$ cat src/rtl/mdu_pkg.sv
// Shared definitions for the HI/LO multiply/divide unit: default operand width,
// operation encodings, controller state encodings and a small decode helper.
// Optional build macro used by mdu_hilo: MDU_FAST_MULT_EN.
package mdu_pkg;

   // Default operand / HI / LO width; the iterative datapath takes this many steps.
   localparam int MDU_WIDTH = 32;

   // Operation encodings as presented on op_i.
   typedef enum logic [1:0] {
      MDU_MULT  = 2'b00,
      MDU_MULTU = 2'b01,
      MDU_DIV   = 2'b10,
      MDU_DIVU  = 2'b11
   } mdu_op_e;

   // Controller states.
   typedef enum logic [1:0] {
      S_IDLE = 2'd0,
      S_CALC = 2'd1,
      S_FIX  = 2'd2
   } mdu_state_e;

   // Signed variants treat operands as two's complement.
   function automatic logic op_is_signed(input logic [1:0] op);
      return (op == MDU_MULT) || (op == MDU_DIV);
   endfunction

   // Bit 1 of the encoding selects the divide family.
   function automatic logic op_is_div(input logic [1:0] op);
      return op[1];
   endfunction

endpackage

$ cat src/rtl/mdu_iter_core.sv
// Iterative unsigned datapath for the multiply/divide unit.
// Operands are magnitudes; sign handling lives in the controller.
// Multiply: shift-add, multiplier held in the low register and shifted right,
//   the 2*WIDTH product ends up as {acc, mq}.
// Divide: restoring shift-subtract, dividend held in the low register and shifted
//   left, quotient bits enter from the right; acc holds the partial remainder.
// load_i captures the operands; each step_i cycle performs one iteration.
module mdu_iter_core
   import mdu_pkg::*;
#(
   parameter int WIDTH = MDU_WIDTH
)
(
   input  logic                 clk,
   input  logic                 srst,
   input  logic                 load_i,
   input  logic                 step_i,
   input  logic                 div_i,
   input  logic [WIDTH-1:0]     a_mag_i,
   input  logic [WIDTH-1:0]     b_mag_i,
   output logic [2*WIDTH-1:0]   prod_o,
   output logic [WIDTH-1:0]     quot_o,
   output logic [WIDTH-1:0]     rem_o
);

   logic [WIDTH-1:0] acc_q, acc_d;
   logic [WIDTH-1:0] mq_q,  mq_d;
   logic [WIDTH-1:0] opb_q, opb_d;
   logic             div_q, div_d;

   // One extra bit on the adder catches the carry (multiply) or borrow (divide).
   logic [WIDTH:0]   add_sum;
   logic [WIDTH:0]   add_sel;
   logic [WIDTH:0]   shifted;
   logic [WIDTH:0]   diff;

   // Next-state of the datapath: load, one iteration, or hold.
   always_comb begin
      acc_d   = acc_q;
      mq_d    = mq_q;
      opb_d   = opb_q;
      div_d   = div_q;

      // Multiply step: conditionally add multiplicand into the upper half.
      add_sum = {1'b0, acc_q} + {1'b0, opb_q};
      add_sel = mq_q[0] ? add_sum : {1'b0, acc_q};

      // Divide step: bring down the next dividend bit, trial-subtract divisor.
      // The remainder always stays below the divisor, so a clear top bit of
      // diff means the subtraction did not borrow.
      shifted = {acc_q, mq_q[WIDTH-1]};
      diff    = shifted - {1'b0, opb_q};

      if (load_i) begin
         acc_d = '0;
         mq_d  = a_mag_i;
         opb_d = b_mag_i;
         div_d = div_i;
      end else if (step_i) begin
         if (div_q) begin
            if (!diff[WIDTH]) begin
               acc_d = diff[WIDTH-1:0];
               mq_d  = {mq_q[WIDTH-2:0], 1'b1};
            end else begin
               acc_d = shifted[WIDTH-1:0];
               mq_d  = {mq_q[WIDTH-2:0], 1'b0};
            end
         end else begin
            acc_d = add_sel[WIDTH:1];
            mq_d  = {add_sel[0], mq_q[WIDTH-1:1]};
         end
      end
   end

   // Datapath registers; cleared on reset so an aborted op leaves nothing behind.
   always_ff @(posedge clk) begin
      if (srst) begin
         acc_q <= '0;
         mq_q  <= '0;
         opb_q <= '0;
         div_q <= 1'b0;
      end else begin
         acc_q <= acc_d;
         mq_q  <= mq_d;
         opb_q <= opb_d;
         div_q <= div_d;
      end
   end

   assign prod_o = {acc_q, mq_q};
   assign quot_o = mq_q;
   assign rem_o  = acc_q;

endmodule

$ cat src/rtl/mdu_hilo.sv
// Multiply/divide unit with HI/LO registers for the single-cycle MIPS core.
// Controller: IDLE -> CALC (WIDTH iterations) -> FIX (sign correction, HI/LO
// write, done pulse) -> IDLE. Operands are reduced to magnitudes at start and
// the result signs are restored in FIX. Divide-by-zero and MTHI/MTLO writes are
// handled here; the iterations run in mdu_iter_core.
// Build macro MDU_FAST_MULT_EN: MULT/MULTU complete through a combinational
// multiplier at the start edge (no busy cycles); divides stay iterative.
// rst_n is a synchronous reset that is asserted high.
module mdu_hilo
   import mdu_pkg::*;
#(
   parameter int WIDTH = MDU_WIDTH
)
(
   input  logic               clk,
   input  logic               rst_n,
   input  logic               start_i,
   input  logic [1:0]         op_i,
   input  logic [WIDTH-1:0]   a_i,
   input  logic [WIDTH-1:0]   b_i,
   input  logic               hi_we_i,
   input  logic               lo_we_i,
   input  logic [WIDTH-1:0]   wd_i,
   output logic               busy_o,
   output logic               done_o,
   output logic [WIDTH-1:0]   hi_o,
   output logic [WIDTH-1:0]   lo_o
);

   localparam int CW = $clog2(WIDTH) + 1;

   // Controller state and registered outputs
   mdu_state_e       state_q, state_d;
   logic [CW-1:0]    cnt_q, cnt_d;
   logic [WIDTH-1:0] hi_q, hi_d;
   logic [WIDTH-1:0] lo_q, lo_d;
   logic             busy_q, busy_d;
   logic             done_q, done_d;

   // Per-op context captured at start
   logic             div_q, div_d;          // divide family
   logic             neg_q, neg_d;          // product / quotient must be negated
   logic             neg_rem_q, neg_rem_d;  // remainder must be negated
   logic             dz_q, dz_d;            // divisor was zero
   logic [WIDTH-1:0] a_raw_q, a_raw_d;      // original dividend for divide-by-zero

   // Operand decode
   logic             op_signed;
   logic             op_div;
   logic             a_neg;
   logic             b_neg;
   logic [WIDTH-1:0] a_mag;
   logic [WIDTH-1:0] b_mag;
   logic             start_iter;
   logic             core_load;
   logic             core_step;

   // Datapath results and their sign-corrected forms
   logic [2*WIDTH-1:0] core_prod;
   logic [WIDTH-1:0]   core_quot;
   logic [WIDTH-1:0]   core_rem;
   logic [2*WIDTH-1:0] prod_fix;
   logic [WIDTH-1:0]   quot_fix;
   logic [WIDTH-1:0]   rem_fix;

`ifdef MDU_FAST_MULT_EN
   logic               start_fast;
   logic [2*WIDTH-1:0] fast_mag;
   logic [2*WIDTH-1:0] fast_res;
`endif

   // Operand magnitudes and sign flags; also decides which path a start takes.
   always_comb begin
      op_signed = op_is_signed(op_i);
      op_div    = op_is_div(op_i);
      a_neg     = op_signed & a_i[WIDTH-1];
      b_neg     = op_signed & b_i[WIDTH-1];
      // The most negative value maps onto itself, which is the correct
      // unsigned magnitude.
      a_mag     = a_neg ? -a_i : a_i;
      b_mag     = b_neg ? -b_i : b_i;
`ifdef MDU_FAST_MULT_EN
      start_iter = start_i & op_div;
      start_fast = start_i & ~op_div;
      fast_mag   = {{WIDTH{1'b0}}, a_mag} * {{WIDTH{1'b0}}, b_mag};
      fast_res   = (a_neg ^ b_neg) ? -fast_mag : fast_mag;
`else
      start_iter = start_i;
`endif
      core_load = (state_q == S_IDLE) && start_iter;
      core_step = (state_q == S_CALC);
   end

   mdu_iter_core #(
      .WIDTH   (WIDTH)
   ) u_core (
      .clk     (clk),
      .srst    (rst_n),
      .load_i  (core_load),
      .step_i  (core_step),
      .div_i   (op_div),
      .a_mag_i (a_mag),
      .b_mag_i (b_mag),
      .prod_o  (core_prod),
      .quot_o  (core_quot),
      .rem_o   (core_rem)
   );

   // Sign restoration of the unsigned datapath results.
   always_comb begin
      prod_fix = neg_q     ? -core_prod : core_prod;
      quot_fix = neg_q     ? -core_quot : core_quot;
      rem_fix  = neg_rem_q ? -core_rem  : core_rem;
   end

   // Controller next-state: op launch, iteration count, result write, MT writes.
   always_comb begin
      state_d   = state_q;
      cnt_d     = cnt_q;
      hi_d      = hi_q;
      lo_d      = lo_q;
      busy_d    = busy_q;
      done_d    = 1'b0;
      div_d     = div_q;
      neg_d     = neg_q;
      neg_rem_d = neg_rem_q;
      dz_d      = dz_q;
      a_raw_d   = a_raw_q;

      case (state_q)
         S_IDLE: begin
            if (start_iter) begin
               // A start takes priority over any concurrent MT write.
               div_d     = op_div;
               neg_d     = a_neg ^ b_neg;
               neg_rem_d = a_neg;
               dz_d      = op_div && (b_i == '0);
               a_raw_d   = a_i;
               cnt_d     = '0;
               busy_d    = 1'b1;
               state_d   = S_CALC;
`ifdef MDU_FAST_MULT_EN
            end else if (start_fast) begin
               hi_d   = fast_res[2*WIDTH-1:WIDTH];
               lo_d   = fast_res[WIDTH-1:0];
               done_d = 1'b1;
`endif
            end else begin
               if (hi_we_i) begin
                  hi_d = wd_i;
               end
               if (lo_we_i) begin
                  lo_d = wd_i;
               end
            end
         end

         S_CALC: begin
            cnt_d = cnt_q + CW'(1);
            if (cnt_q == CW'(WIDTH - 1)) begin
               state_d = S_FIX;
            end
         end

         S_FIX: begin
            if (dz_q) begin
               hi_d = a_raw_q;
               lo_d = '1;
            end else if (div_q) begin
               hi_d = rem_fix;
               lo_d = quot_fix;
            end else begin
               hi_d = prod_fix[2*WIDTH-1:WIDTH];
               lo_d = prod_fix[WIDTH-1:0];
            end
            done_d  = 1'b1;
            busy_d  = 1'b0;
            cnt_d   = '0;
            state_d = S_IDLE;
         end

         default: begin
            busy_d  = 1'b0;
            cnt_d   = '0;
            state_d = S_IDLE;
         end
      endcase
   end

   // Controller registers; reset aborts any op in flight without touching HI/LO
   // beyond clearing them.
   always_ff @(posedge clk) begin
      if (rst_n) begin
         state_q   <= S_IDLE;
         cnt_q     <= '0;
         hi_q      <= '0;
         lo_q      <= '0;
         busy_q    <= 1'b0;
         done_q    <= 1'b0;
         div_q     <= 1'b0;
         neg_q     <= 1'b0;
         neg_rem_q <= 1'b0;
         dz_q      <= 1'b0;
         a_raw_q   <= '0;
      end else begin
         state_q   <= state_d;
         cnt_q     <= cnt_d;
         hi_q      <= hi_d;
         lo_q      <= lo_d;
         busy_q    <= busy_d;
         done_q    <= done_d;
         div_q     <= div_d;
         neg_q     <= neg_d;
         neg_rem_q <= neg_rem_d;
         dz_q      <= dz_d;
         a_raw_q   <= a_raw_d;
      end
   end

   assign busy_o = busy_q;
   assign done_o = done_q;
   assign hi_o   = hi_q;
   assign lo_o   = lo_q;

endmodule
$ cat config.mk
export PLATFORM = sky130hd
export DESIGN_NAME = mdu_hilo
export DESIGN_NICKNAME = d
export VERILOG_FILES = /design/src/rtl/mdu_pkg.sv /design/src/rtl/mdu_iter_core.sv /design/src/rtl/mdu_hilo.sv
export SDC_FILE = /design/constraint.sdc
export NUM_CORES = 1
export LEC_CHECK = 0
export CAP_MARGIN = 10
export CELL_PAD_IN_SITES_DETAIL_PLACEMENT = 0
export CELL_PAD_IN_SITES_GLOBAL_PLACEMENT = 1
export CORE_MARGIN = 5
export CORE_UTILIZATION = 25
export DETAILED_ROUTE_END_ITERATION = 6
export PLACE_DENSITY = 0.58
export RECOVER_POWER = 25
export SETUP_SLACK_MARGIN = 0.15
export SLEW_MARGIN = 25
export SYNTH_ARGS = -nofsm -noshare
export SYNTH_HDL_FRONTEND = slang
export SYNTH_SLANG_ARGS = --single-unit
$ cat constraint.sdc
create_clock -name clk -period 3 [get_ports clk]
set_input_delay 0.6 -clock clk [delete_from_list [all_inputs] [get_ports clk]]
set_output_delay 0.6 -clock clk [all_outputs]
set_load 0.01 [all_outputs]
## Yosys cells after proc, flatten, opt, wreduce, memory -nomap -nowiden

Index checks and enable logic that the tools add are counted.

| storage, ports and cells | value |
|---|---|
| register bits | 207 |
| word-level logic and storage cells | 80 |

| operators by class | value |
|---|---|
| add/subtract/negate cells | 8 |
| equal/unequal tests | 9 |
| multiplexer cells | 30 |
| bitwise logic cells | 4 |
| reduce and logical (&&, ||, !) cells | 14 |

Operators with widths:

| kind | count |
|---|---|
| $mux 32 | 17 |
| $neg 32->32 | 4 |
| $pmux 32 s2 | 2 |
| $mux 64 | 1 |
| $neg 64->64 | 1 |
| $add 32x32->33 | 1 |
| $mux 33 | 1 |
| $sub 33x32->33 | 1 |
| $logic_not 32->1 | 1 |
| $pmux 6 s2 | 1 |
| $ne 2x2->1 const B | 4 |
| $add 6x1->6 const B | 1 |
| $eq 6x5->1 const B | 1 |
| $mux 6 | 1 |
| $reduce_and 2->1 | 3 |
| $reduce_and 3->1 | 2 |
| $eq 2x2->1 const B | 2 |
| $logic_not 2->1 | 2 |
| $mux 2 | 2 |
| $pmux 2 s2 | 1 |
| $reduce_bool 2->1 | 2 |
| $mux 1 | 3 |
| $and 1x1->1 | 2 |
| $eq 2x1->1 const B | 1 |
| other kinds (7) | 8 |

## Logic depth before layout (Yosys ltp)

Gate-level depths: netlist of the first run.

| logic depth | value |
|---|---|
| depth after elaboration | 5 |
| gate-level depth with buffers | 14 |
| depth with buffers taken out | 13 |

## Modules after synthesis

Synthesis of the first run repeated with hierarchy kept, for this count alone.

| second synthesis, totals | value |
|---|---|
| cell total of the unflattened synthesis | 2,601 |
| area, all modules | 18,913.1 µm² |

Modules (own cells, without submodules):

| module | instances | cells each | area each (µm²) |
|---|---|---|---|
| mdu_hilo | 1 | 1,446 | 10,057.1 |
| mdu_iter_core | 1 | 1,155 | 8,856.0 |

## Worst setup path after synthesis of the first run

No wires, ideal clock.

| timing path | value |
|---|---|
| path type | reg-to-reg |
| start | register u_core.mq_q[31] (netlist: u_core.quot_o[31]) |
| end | register u_core.acc_q[18] (netlist: u_core.rem_o[18]) |
| arrival | 3.214 ns |
| required time | 2.883 ns |
| slack | -0.331 ns |
| stages on the path, launching flop included | 15 |
| path buffers | 1 |
| clock period less this slack | 3.331 ns |
| cells stage by stage | dfxtp_1 inv_1 ha_1 fa_1 nand2b_1 a21oi_1 o21ai_1 o32ai_1 o31ai_1 and2_1 o311ai_4 buf_4 mux2i_1 nand2_1 a22o_1 |

| on the way | value |
|---|---|
| longest elaborated chain between the ends | 3 |

RTL lines:

| what | RTL line | text |
|---|---|---|
| start, declared | mdu_iter_core.sv:27 | `logic [WIDTH-1:0] mq_q, mq_d;` |
| start signal, assigned | mdu_iter_core.sv:84 | `mq_q <= mq_d;` |
| $sub 33x32->33 | mdu_iter_core.sv:52 | `diff = shifted - {1'b0, opb_q};` |
| $mux 32 | mdu_iter_core.sv:61 | `if (!diff[WIDTH]) begin` |
| $mux 32 | mdu_iter_core.sv:60 | `if (div_q) begin` |
| end signal, assigned | mdu_iter_core.sv:78 | `acc_q <= '0;` |
| end signal, assigned | mdu_iter_core.sv:83 | `acc_q <= acc_d;` |
| end, declared | mdu_iter_core.sv:26 | `logic [WIDTH-1:0] acc_q, acc_d;` |

Every way passes these cells.
A chain may end at the register's enable or synchronous reset.

## Worst setup path in the final report of the first run

| timing path | value |
|---|---|
| start | register u_core.mq_q[31] (netlist: u_core.quot_o[31]) |
| end | register u_core.acc_q[7] (netlist: u_core.rem_o[7]) |

Same word-level chain as after synthesis.

==> out/results.ini, run 1 <==
[synth]
avgSynthCellArea_um2 = 7.42
synth-seq-cells = 206
synth_area_um2 = 15700
yosysUniqueCellTypes = 79
ys_seq_area_frac = 0.263
synth_edf_count = 0
synth_top_area_share = 0.263
async_reset_ff_frac = 0
yosys.area.top_type = dfxtp_1
syn-num-nets = 2285
yosys_warnings = 0
syn_inst = 2111
synth-main-ff-cell = dfxtp_1
synth_area_leaders = dfxtp_1 (26%), a21oi_1 (8.4%), nand2_1 (5.5%)

[layout]
finish.utilization = 0.374
mostFrequentLayoutCells = buf_4 (337), a21oi_1 (235), nand2_1 (221)
synthToLayoutAreaGrowth_pct = 47.8
nets = 2719
final_cells = 3405
final_common_cell = buf_4
final_cell_area_um2 = 23100
drive_gt1_frac = 0.248

[floorplan]
ios = 169
fp.dieH_um = 260
die_w_um = 260
die_area_um2 = 67800
num_rows = 91
start_util = 0.253
coreArea_um2 = 61900

[place]
dpl.hpwl_mm = 57.1
place_congestion = 0.906
placed_cells = 3329
numPortBuffers = 168
dpl_cell_area_um2 = 20700

[global_routing]
grt_overflow = 0
grtUsageTotal = 0.204
grt_pass1_vias = 17100
antenna_found_initial = 3
grt_start_max_net_pins = 105
grt_first_pass_wirelength_mm = 108

[sta]
final_max_slew_viol_count = 0
hold_slack_ns = 0.360
rsz0062_at_grt = true
fin_crit_sh = 1.06
hold_viol = 0
setup_ws_ns = -0.181
max_freq_ghz = 0.314
skew_ns = 0.0156
finalSetupViolCount = 44
worst_pin_slew_ns = 1.03
slew_headroom = 0.311
min_period_ns = 3.18

[route]
ant_nets = 0
via_count = 17700
drc = 0
avgRoutedWirePerCell_um = 21.4
first_iter_violations = 1241
drt_pass1_iterations = 5
viasPerCell = 5.20
totalWireLength_mm = 72.9

[critical_path]
cp-end-kind = flop
crit_required_ns = 3.47
crit_arrival_ns = 3.65
startpoint_type = flop
crit_type = flop to flop
critical_path.max_fanout = 6

[cts]
numCtsBuffers = 27
htree_num_levels = 1
postCtsHoldBufs = 0
cts_buffer_depth = 3
path_clk_slew_ns = 0.06
clk_latency_ns = 0.58
clock_sinks = 206
cts_tree = done
cts_root_buf = clkbuf_16

[pwr]
peakVddDrop_mv = 0.403
p_leak_nw = 9.20
power_density_nw_per_um2 = 446

[flow_run]
maxCapViolCount = 0

[outcome]
violations = negative setup slack
status = complete, but fails checks

[worst_hold_path]
min_path_type = input port to flop

[per-stage QoR]
| stage | setup slack, ns | TNS [ns] | power [mW] |
|---|---|---|---|
| 5_1_grt | -0.271 | -9.29 | 10.8 |
| 3_3_place_gp | -0.445 | -10.62 | 6.23 |
| 6_report | -0.181 | -3.97 | 10.3 |
| 3_5_place_dp | -0.438 | -12.30 | 6.24 |
| 2_1_floorplan | -0.0560 | -0.788 | 4.79 |
| 4_1_cts | -0.255 | -6.39 | 10.2 |
[critical path, cell delays in order, from the launching register on]
cell and delay [ns]:
dfxtp_2 0.33, inv_2 0.05, ha_4 0.16, fa_2 0.35
nand2b_4 0.16, a21oi_4 0.17, o21ai_4 0.09, o32ai_2 0.20
buf_4 0.19, o31ai_4 0.07, and2_4 0.18, o311ai_4 0.25
buf_6 0.18, buf_12 0.15, mux2_4 0.31, a21oi_2 0.13
o21ai_1 0.06
[sequential cells by signal, indices dropped and copies added, names as in the netlist]
signal         count
lo_o              32
dz_q               1
div_q              1
neg_q              1
done_o             1
u_core.opb_q      32
state_q            2
u_core.rem_o      32
a_raw_q           32
busy_o             1
hi_o              32
cnt_q              6
neg_rem_q          1
u_core.quot_o     32
[kinds of logic (layout without fill, tap and decap cells)]
logic type / Yosys count / after routing / synth area share
multiplexers: 85 / 85 / 0.0549
flip-flops: 206 / 206 / 0.263
other: 0 / 3 / 0
AND/OR/NAND/NOR: 703 / 703 / 0.209
AO/OA/AOI/OAI: 686 / 686 / 0.277
XOR/XNOR: 157 / 157 / 0.0878
buffers and inverters: 203 / 657 / 0.0513
adder cells (fa/ha/maj): 71 / 71 / 0.0577
[path summary, 6_finish.rpt]
check / from / end / slack, ns / cells past startpoint
worst min-delay path: rst_n / u_core.quot_o[0] / 0.36 / 2
worst max register to register: u_core.quot_o[31] / u_core.rem_o[7] / -0.18 / 16
worst max-delay path: u_core.quot_o[31] / u_core.rem_o[7] / -0.18 / 16
worst min register to register: a_raw_q[8] / a_raw_q[8] / 0.45 / 2
[layer usage]
layer / vias to the layer above / GRT usage / routed length (um)
met4: 0 / 0.0386 / 1400
met5: - / 0 / 0
met3: 70 / 0.0237 / 3740
met2: 445 / 0.323 / 32700
met1: 8623 / 0.300 / 35000
li1: 8554 / - / -
[synth_stat cells (12+ instances only)]
cell type	instances
a211oi_1	71
a21o_1	29
a21oi_1	264
a31oi_1	15
buf_1	12
clkbuf_1	125
dfxtp_1	206
ha_1	69
inv_1	51
mux2i_1	78
nand2_1	231
nand2b_1	24
nand3_1	31
nand4_1	16
nor2_1	225
nor2b_1	16
nor3_1	55
nor4_1	22
o21a_1	13
o21ai_0	99
o21ai_1	21
o221ai_1	36
o22ai_1	14
o31ai_1	21
o41ai_1	13
or3_1	18
xnor2_1	94
xor2_1	63
[cell type report]
| class | count | area [um^2] |
|---|---|---|
| clock inverters | 11 | 178 |
| flip-flops and latches | 206 | 4140 |
| repair buffers | 556 | 4870 |
| diodes | 3 | 7.51 |
| well taps | 837 | 1050 |
| multi-input cells | 1702 | 11900 |
| fillers | 6537 | 38800 |
| clock buffers | 38 | 818 |
| inverters | 52 | 195 |
[power breakdown]
group	total [mW]	switching, mW	internal [mW]
sequential	3.07	0.154	2.91
combinational	3.56	1.94	1.62
clock	3.69	1.44	2.25
[what timing repair did]
action | 4_1_cts | 5_1_grt
gates resized for setup | 119 | 151
gates cloned | 3 | 0
pin swaps | 64 | 110
buffers inserted | 10 | 11
hold endpoints to repair | 0 | 0
endpoints found under the setup margin | 60 | 77
Note: power is estimated with default switching activity, not from simulation.
==> run 2: changes to the inputs <==
--- a/config.mk
+++ b/config.mk
@@ -14,6 +14,7 @@
 export PLACE_DENSITY = 0.58
 export RECOVER_POWER = 25
 export SETUP_SLACK_MARGIN = 0.15
+export SKIP_LAST_GASP = 1
 export SLEW_MARGIN = 25
 export SYNTH_ARGS = -nofsm -noshare
 export SYNTH_HDL_FRONTEND = slang
==> out/results.ini, run 2 (synthesized netlist as in run 1, its figures left out) <==
[outcome]
status = complete, but fails checks
violations = negative setup slack

[place]
numPortBuffers = 168  ; unchanged
pre_cts_ws_ns = -0.438  ; unchanged
place_congestion = 0.906  ; unchanged
placed_cells = 3329  ; unchanged
dpl.hpwl_mm = 57.1  ; unchanged
dpl_cell_area_um2 = 20700  ; unchanged

[global_routing]
grt_pass1_vias = 17000  ; -0.23%
grt_first_pass_wirelength_mm = 107  ; -0.68%
antenna_found_initial = 4  ; +1
grt_start_max_net_pins = 105  ; unchanged
grt_overflow = 0  ; unchanged
grtUsageTotal = 0.203  ; -0.000309

[route]
drt_pass1_iterations = 5  ; unchanged
avgRoutedWirePerCell_um = 21.5  ; +0.26%
ant_nets = 0  ; unchanged
first_iter_violations = 1358  ; +9.4%
totalWireLength_mm = 73.0  ; +0.17%
drc = 0  ; unchanged
via_count = 17800  ; +0.40%
viasPerCell = 5.22  ; +0.48%

[critical_path]
worstReg2RegEnd = hi_o[21]
cp-end-kind = flop
crit_arrival_ns = 3.71  ; +0.06 ns
r2r.worst_path.cells = 12  ; -4
critical_path.max_fanout = 3  ; -3
cp-startpoint = u_core.quot_o[9]
cp_common_cell = buf_6
critPathMaxStageDelay_ns = 0.59  ; +0.24 ns
crit_chain = or4_4 > nor4_4 > nand4_1 > buf_6 > buf_6 > or3_4 > o21ai_2 > a22oi_2 > o31ai_2 > xnor2_1 > nand2_1 > a21oi_2
r2r_slack_ns = -0.19  ; about the same
crit_type = flop to flop
startpoint_type = flop
crit_required_ns = 3.52  ; +0.05 ns
cp_slowest_cell = or4_4
r2r-start = u_core.quot_o[9]

[floorplan]
coreArea_um2 = 61900  ; unchanged
start_util = 0.253  ; unchanged
ios = 169  ; unchanged
fp.dieH_um = 260  ; unchanged
num_rows = 91  ; unchanged
die_w_um = 260  ; unchanged
die_area_um2 = 67800  ; unchanged

[sta]
skew_ns = 0.0209  ; +0.00526 ns
slew_headroom = 0.272  ; -0.0389
worst_pin_slew_ns = 1.09  ; +0.0582 ns
hold_viol = 0  ; unchanged
fin_crit_sh = 1.06  ; +0.00231
final_max_slew_viol_count = 0  ; unchanged
max_freq_ghz = 0.314  ; -0.22%
fin_tns_setup_ns = -4.28  ; -0.316 ns
finalSetupViolCount = 41  ; -6.8%
min_period_ns = 3.19  ; +0.00693 ns
setup_ws_ns = -0.188  ; -0.00693 ns
rsz0062_at_grt = true
hold_slack_ns = 0.366  ; +0.00538 ns

[layout]
final_cell_area_um2 = 23100  ; -0.38%
final_common_cell = buf_4
multi_input_area_um2 = 11800  ; -0.45%
nets = 2716  ; -0.11%
finish.utilization = 0.372  ; -0.00141
fillers = 6534  ; -0.046%
drive_gt1_frac = 0.244  ; -0.00439
synthToLayoutAreaGrowth_pct = 47.2
mostFrequentLayoutCells = buf_4 (337), a21oi_1 (234), nand2_1 (222)
final_cells = 3402  ; -0.088%
seqCellArea_um2 = 4140  ; unchanged

[cts]
cts_tree = done
clk_latency_ns = 0.59  ; about the same
clock_sinks = 206  ; unchanged
cts_root_buf = clkbuf_16
path_clk_slew_ns = 0.06  ; about the same
htree_num_levels = 1  ; unchanged
numCtsBuffers = 27  ; unchanged
cts_buffer_depth = 3  ; unchanged

[worst_hold_path]
worstHoldPathCells = 2  ; unchanged
hold_end = u_core.quot_o[0]
worstHoldStart = rst_n
min_path_type = input port to flop

[pwr]
peakVddDrop_mv = 0.406  ; +0.70%
power_density_nw_per_um2 = 446  ; about the same
power_mw = 10.3  ; -0.30%
p_leak_nw = 9.17  ; -0.35%

[flow_run]
maxCapViolCount = 0  ; unchanged

==> run 2: cell types whose count changed in the layout (fill, tap and decap cells not counted), sizes merged <==
cell	previous run	this run
buf	381	378
==> run 2: how the worst max path moves through the flow <==
stage / to / depth (start not counted)
2_1_floorplan: u_core.rem_o[16] / 14
3_3_place_gp: u_core.opb_q[26] / 9
5_1_grt: u_core.rem_o[10] / 16
6_report: hi_o[21] / 12
3_5_place_dp: u_core.opb_q[30] / 9
4_1_cts: u_core.rem_o[2] / 17
==> run 2: final cells by class <==
cell class	instances	area share
multi-input cells	1702	0.514
inverters	52	0.00846
clock buffers	38	0.0355
clock inverters	11	0.00770
diodes	3	0.000326
flip-flops and latches	206	0.179
repair buffers	553	0.210
well taps	837	0.0454
==> run 2: what timing repair did <==
| action | 4_1_cts | 5_1_grt |
|---|---|---|
| pin swaps | 54 | 107 |
| buffers inserted | 10 | 8 |
| endpoints found under the setup margin | 60 | 76 |
| hold buffers | 0 | 0 |
| hold endpoints to repair | 0 | 0 |
| gates cloned | 3 | 0 |
| resized for setup | 100 | 156 |
==> run 2: where the power goes <==
part,total (mW),internal [mW],switching (mW),leakage (nW)
combinational,3.54,1.60,1.93,6.99
clock,3.69,2.24,1.44,0.483
sequential,3.07,2.91,0.154,1.69
total,10.3,6.76,3.53,9.17
==> run 2: critical path: cells and delay by family, from the launching register on <==
kind	cells	cell delay (ns)
xor gates and xnor gates	1	0.20
buffers and inverters	2	0.31
AOI/OAI and AO/OA	4	0.75
DFF	1	0.31
and+or+nand+nor	5	1.54
==> run 2: metal layers <==
metal	vias to the layer above	global-route usage	wire, um
met5	-	0	0
met4	0	0.0459	1610
met3	76	0.0319	4520
met2	513	0.319	32400
met1	8627	0.294	34400
li1	8546	-	-
